`src/rtl/jtcop_paldma.sv`:
```
// Palette DMA: copies a 2-bank shadow buffer into the RG/B palette RAMs during vblank.
// One entry per clock; outputs are decoded from registered state, reads are 1-clk sync RAM.
module jtcop_paldma #(
  parameter int AW       = 10,
  parameter bit VBL_ONLY = 1'b1
) (
  input  logic          clk,
  input  logic          rst_n,
  input  logic          LVBL,
  input  logic          trig,
  output logic [AW:0]   buf_addr,
  input  logic [15:0]   buf_dout,
  output logic [1:0]    pal_cs,
  output logic [AW-1:0] pal_addr,
  output logic [15:0]   pal_dout,
  output logic [1:0]    pal_dsn,
  output logic          busy,
  output logic          done
);

  typedef enum logic [1:0] {IDLE, RG, BB, FLUSH} state_t;

  state_t        st, st_nx;
  logic [1:0]    rst_sync;
  logic          rst_int_n;
  logic [AW-1:0] ctr;
  logic [AW-1:0] wr_addr;
  logic          wr_vld, wr_bank;
  logic          pending;
  logic          active, issue, last, leave_idle;

  // Reset asserts asynchronously, releases on a clock edge.
  always_ff @(posedge clk or negedge rst_n) begin
    if (!rst_n) rst_sync <= 2'b00;
    else        rst_sync <= {rst_sync[0], 1'b1};
  end
  assign rst_int_n = rst_sync[1];

  assign active     = !LVBL || (VBL_ONLY == 1'b0);
  assign issue      = ((st == RG) || (st == BB)) && active;
  assign last       = &ctr;
  assign leave_idle = (st == IDLE) && pending && active;

  always_ff @(posedge clk or negedge rst_int_n) begin
    if (!rst_int_n) st <= IDLE;
    else            st <= st_nx;
  end

  always_comb begin
    st_nx = st;
    case (st)
      IDLE:    if (leave_idle)    st_nx = RG;
      RG:      if (issue && last) st_nx = BB;
      BB:      if (issue && last) st_nx = FLUSH;
      FLUSH:   st_nx = IDLE;
      default: st_nx = IDLE;
    endcase
  end

  always_comb begin
    buf_addr = {(st == BB), ctr};
    done     = (st == FLUSH);
    busy     = pending || (st != IDLE);
    pal_addr = wr_addr;
    pal_cs   = {wr_vld & wr_bank, wr_vld & ~wr_bank};
    pal_dsn  = 2'b11;
    pal_dout = 16'h0000;
    if (wr_vld) begin
      pal_dsn  = wr_bank ? 2'b10 : 2'b00;
      pal_dout = wr_bank ? {8'hff, buf_dout[7:0]} : buf_dout;
    end
  end

  // A trigger arriving in the same cycle the FSM leaves IDLE re-arms for another copy.
  always_ff @(posedge clk or negedge rst_int_n) begin
    if (!rst_int_n) pending <= 1'b0;
    else            pending <= trig || (pending && !leave_idle);
  end

  always_ff @(posedge clk or negedge rst_int_n) begin
    if (!rst_int_n) begin
      ctr     <= '0;
      wr_vld  <= 1'b0;
      wr_bank <= 1'b0;
      wr_addr <= '0;
    end else begin
      wr_vld <= issue;
      if (leave_idle) begin
        ctr <= '0;
      end else if (issue) begin
        ctr     <= ctr + 1'b1;
        wr_bank <= (st == BB);
        wr_addr <= ctr;
      end
    end
  end

endmodule

```
`config.mk`:
```
export PLATFORM = sky130hd
export DESIGN_NAME = jtcop_paldma
export DESIGN_NICKNAME = d
export VERILOG_FILES = /design/src/rtl/jtcop_paldma.sv
export SDC_FILE = /design/constraint.sdc
export NUM_CORES = 1
export LEC_CHECK = 0
export ABC_AREA = 1
export BUFFER_PORTS_ARGS = -buffer_cell sky130_fd_sc_hd__buf_2
export CORE_MARGIN = 3
export CORE_UTILIZATION = 49
export CTS_BUF_LIST = sky130_fd_sc_hd__clkbuf_8
export CTS_CLUSTER_DIAMETER = 30
export DETAILED_ROUTE_END_ITERATION = 8
export PLACE_DENSITY = 0.85
export SYNTH_ARGS = -nofsm -noshare
export SYNTH_HDL_FRONTEND = slang
export SYNTH_SLANG_ARGS = --single-unit
```
`constraint.sdc`:
```
create_clock -name clk -period 1.75 [get_ports clk]
set_clock_uncertainty 0.05 [all_clocks]
set_input_delay 0.525 -clock clk [delete_from_list [all_inputs] [get_ports clk]]
set_output_delay 0.525 -clock clk [all_outputs]
set_load 0.05 [all_outputs]
```
After elaboration in Yosys (flattened, before gate mapping). Cells that the tools add are included.

Latch bits: 0. Bits in writable memories: 0. Memory bits (read-only): 0. Logic and storage cells: 44. Bits of input ports: 20. Memories: 0. Register bits after elaboration: 27.

Equal/unequal tests: 6. Add/subtract/negate cells: 1. Bitwise gates (word level): 4. Magnitude comparators: 0. Reductions and logical operators: 16. Div/mod/pow operators: 0. Multipliers: 0. Shifts and indexed selects: 0. Muxes and demuxes: 10.

Operators by type and width (count): $mux 16 (2); $mux 10 (2); $add 10x1->10 const B (1); $mux 2 (5); $reduce_and 10->1 (1); $pmux 2 s4 (1); $logic_and 1x1->1 (5); $eq 2x2->1 const B (2); $ne 2x1->1 const B (2); $reduce_bool 2->1 (2); $logic_or 1x1->1 (3); $reduce_and 3->1 (1); $and 1x1->1 (2); $eq 2x1->1 const B (1); $logic_not 1->1 (2); $logic_not 2->1 (1); $ne 2x2->1 const B (1); $not 1->1 (2); $reduce_and 2->1 (1).

Depth between registers and ports, before layout.
Depth after elaboration: 6. Mapped depth: 9. Depth with buffers taken out: 9.

Worst setup path after synthesis. OpenSTA, ideal clock, no wires.

Kind: reg-to-output. Start point: register wr_vld. End point: output port pal_dsn[1]. Slack: -716 ps. Arrival time: 1891 ps. Cell stages (with the launch flop): 5. Cell sequence: dfrtp_1 buf_2 inv_1 nor2_1 inv_1.

Word-level cells in the longest chain between the ends: 1.

RTL lines: start: declaration (RTL line 28) `logic wr_vld, wr_bank;`; start signal: assignment (RTL line 87) `wr_vld <= issue;`; $mux 2 (RTL line 68) `if (wr_vld) begin`; end: declaration (RTL line 16) `output logic [1:0] pal_dsn,`.

Every way passes these cells.

Worst setup path after layout.
Start point: register wr_vld. End point: output port pal_dout[13].

Word-level cells in the longest chain between the ends: 1.

RTL lines: $mux 16 (RTL line 68); end: declaration (RTL line 15) `output logic [15:0] pal_dout,`.

Every way passes these cells.

==> impl_metrics.py <==
metrics = {
    "logic_synthesis": {
        "yosysWarnings": 0,
        "muxShareOfSynthArea_pct": 0,
        "synth_cells": 191,
        "synth_simple_gate_area_share_pct": 33.0,
        "synth-adder-area-share_pct": 5.17,
        "seq_area_frac_synth_pct": 46.5,
        "syn_area_um2": 1450,
        "syn_avg_cell_area_um2": 7.61,
        "yosysUniqueCellTypes": 24,
        "synth_seq_cells": 27,
        "synth_compound_area_share_pct": 5.86,
        "synth_xor_xnor_area_share_pct": 0,
        "synth_top_family_by_area": "simple AND/OR/NAND/NOR gates",
        "synth_fp_nets": 217,
    },
    "clocking": {
        "cts_buffer_depth": 2,
        "clk_transition_reported_paths_ns": 0.10,
        "clkLatencyLatePin_ns": 0.28,
        "cts_made_buffers": 3,
        "cts.sinks": 27,
        "cts_tree": "yes",
        "clockRootBuffer": "clkbuf_8",
        "cts_htree_levels": 1,
    },
    "sta": {
        "period_share_pct": 99.9,
        "fmax_mhz": 572,
        "setup_tns_ns": 0,
        "setup-violations-final": 0,
        "final_hold_viol_count": 0,
        "rsz0062_at_grt": "true",
        "slew_violations": 0,
        "period_needed_ns": 1.75,
    },
    "critical_path": {
        "worstReg2RegStart": "st[0]$_DFFE_PN0P_",
        "cp.arrival_ns": 1.17,
        "crit_type": "reg -> out",
        "cp-start-kind": "flip-flop",
        "cp_slowest_cell": "dfrtp_2",
        "path_common_cell": "buf_6",
        "crit_fanout": 8,
        "critPathMaxStageDelay_ns": 0.46,
        "reg2reg_slack_ns": 0.12,
        "cp_cell_sequence": "buf_6 > nand2_2 > nand2_1 > buf_6",
        "crit_path_end_kind": "primary output",
        "cp.required_ns": 1.17,
        "reg2reg_depth": 10,
        "r2r-end": "st[1]$_DFFE_PN0P_",
    },
    "drt": {
        "antenna_left": 0,
        "drc": 0,
        "wl_per_cell_um": 13.0,
        "routed-via-count": 1460,
        "drt_iter0_drc": 57,
        "routed_wl_mm": 3.84,
        "vias_per_cell": 4.95,
        "firstDrtPassIters": 4,
    },
    "pwr": {
        "peakVddDrop_v": 0.00183,
        "power.leakage_nw": 1.18,
        "power_density_nw_per_um2": 2050,
    },
    "global_route": {
        "grt_pass1_vias": 1279,
        "gr-usage-all-layers_pct": 19.1,
        "grt_pass1_wl_mm": 5.33,
        "global_route.overflow_total": 0,
        "grt_max_degree": 23,
        "antenna_found_initial": 0,
    },
    "die": {
        "start_util_pct": 52.2,
        "die_w_um": 60.4,
        "coreArea_um2": 2780,
        "fp.dieH_um": 60.4,
        "row_count": 19,
        "dieArea_um2": 3650,
        "io-pin-count": 63,
    },
    "placement": {
        "place_congestion": 0.765,
        "placed_cell_area_um2": 1810,
        "dp_hpwl_mm": 2.44,
        "io_buffers": 62,
    },
    "cells_and_area": {
        "drive_gt1_share_pct": 38.6,
        "mostFrequentLayoutCells": "53 x nand2_1, 39 x buf_2, 28 x nor2_1",
        "antenna_cells": 0,
        "fillers": 198,
        "layout.nets": 291,
        "fin_area_um2": 2090,
        "final_core_util_pct": 75.3,
        "synthToLayoutAreaGrowth_pct": 44.2,
        "final_common_cell": "nand2_1",
    },
    "job": {
        "maxCapViolations": 0,
    },
    "run_status": {
        "status": "finished, final reports clean",
    },
    "hold_path": {
        "min_path_type": "reg -> async",
    },
}
-- worst max-delay path, delay by kind of cell (launching register included) --
kind / cells / cell delay, ns
flip-flops: 1 / 0.46
buffers and inverters: 2 / 0.32
AND/OR/NAND/NOR: 2 / 0.11
-- routing by layer --
metal / track usage, % / share of wire, % / routed length (um) / vias to the layer above
li1: - / - / - / 732
met1: 24.9 / 43 / 1650 / 689
met2: 32.9 / 53 / 2020 / 33
met3: 2.55 / 3.3 / 125 / 6
met4: 6.81 / 1.1 / 41 / 0
met5: 0 / 0 / 0 / -
-- state kept, by name, summed over array words and instances, names as in the netlist --
signal,flops
pending,1
pal_addr,10
ctr,10
st,2
rst_sync,2
wr_vld,1
wr_bank,1
-- through the flow --
| step | hold slack [ns] | power (mW) | instances | setup WS [ns] |
|---|---|---|---|---|
| floorplan | 0.179 | 2.91 | 191 | -0.199 |
| global route | 0.0353 | 4.55 | 295 | -0.0327 |
| finish | 0.0107 | 4.30 | 295 | 0.00178 |
| CTS | 0.0188 | 4.03 | 292 | 0.00126 |
| global placement | 0.00108 | 3.38 | 284 | 0.0984 |
| detailed placement | 0.0144 | 3.41 | 284 | 0.0218 |
-- power by group --
group	internal (mW)	switching, mW	leakage, nW
logic	0.920	2.05	0.806
clock network	0.167	0.211	0.0261
registers	0.814	0.136	0.343
total	1.90	2.40	1.18
-- worst max-delay path by stage --
stage | startpoint | end | slack [ns] | cells past startpoint
global placement | st[0]$_DFFE_PN0P_ | ctr[6]$_DFFE_PN0P_ | 0.1 | 8
global route | wr_vld$_DFF_PN0_ | pal_dout[10] | -0.03 | 4
detailed placement | st[0]$_DFFE_PN0P_ | ctr[7]$_DFFE_PN0P_ | 0.02 | 8
finish | wr_vld$_DFF_PN0_ | pal_dout[13] | 0.002 | 4
floorplan | wr_vld$_DFF_PN0_ | pal_dsn[1] | -0.20 | 4
CTS | wr_vld$_DFF_PN0_ | pal_dout[12] | 0.001 | 4
-- synthesized netlist by cell type (all sizes together) --
cell type	instances	share of area, %
nand2	60	16
clkinv	1	0.34
dfrtp	27	47
nor2	34	11
o21ai	10	3.4
ha	6	5.2
nor3	1	0.34
nand3	13	4.5
or2	2	0.86
buf	3	1.9
o211ai	1	0.52
nand4	1	0.43
clkbuf	1	0.26
conb	1	0.26
o21bai	2	1.0
inv	26	6.7
o22ai	2	0.86
-- cell families after synthesis --
| logic type | Yosys count |
|---|---|
| compound gates | 15 |
| fa+ha+maj | 6 |
| buf+inv | 31 |
| flops | 27 |
| other cells | 1 |
| simple gates | 111 |
-- layout make-up --
| type | instances | area, um^2 | share of cell area, % |
|---|---|---|---|
| Sequential cell | 27 | 678 | 32.4 |
| Multi-Input combinational cell | 133 | 689 | 32.9 |
| Tap cell | 31 | 38.8 | 1.85 |
| Clock inverter | 1 | 8.76 | 0.418 |
| Timing Repair Buffer | 73 | 532 | 25.4 |
| Clock buffer | 3 | 41.3 | 1.97 |
| Inverter | 27 | 106 | 5.08 |
-- repair_timing --
item                                    in CTS  in global routing
hold buffers                                 1                  0
endpoints found under the setup margin      19                 34
gates resized for setup                     36                 28
setup buffers                                3                  2
endpoints found under the hold margin        2                  0
gates cloned                                 0                  1
(Power assumes the default switching activity.)
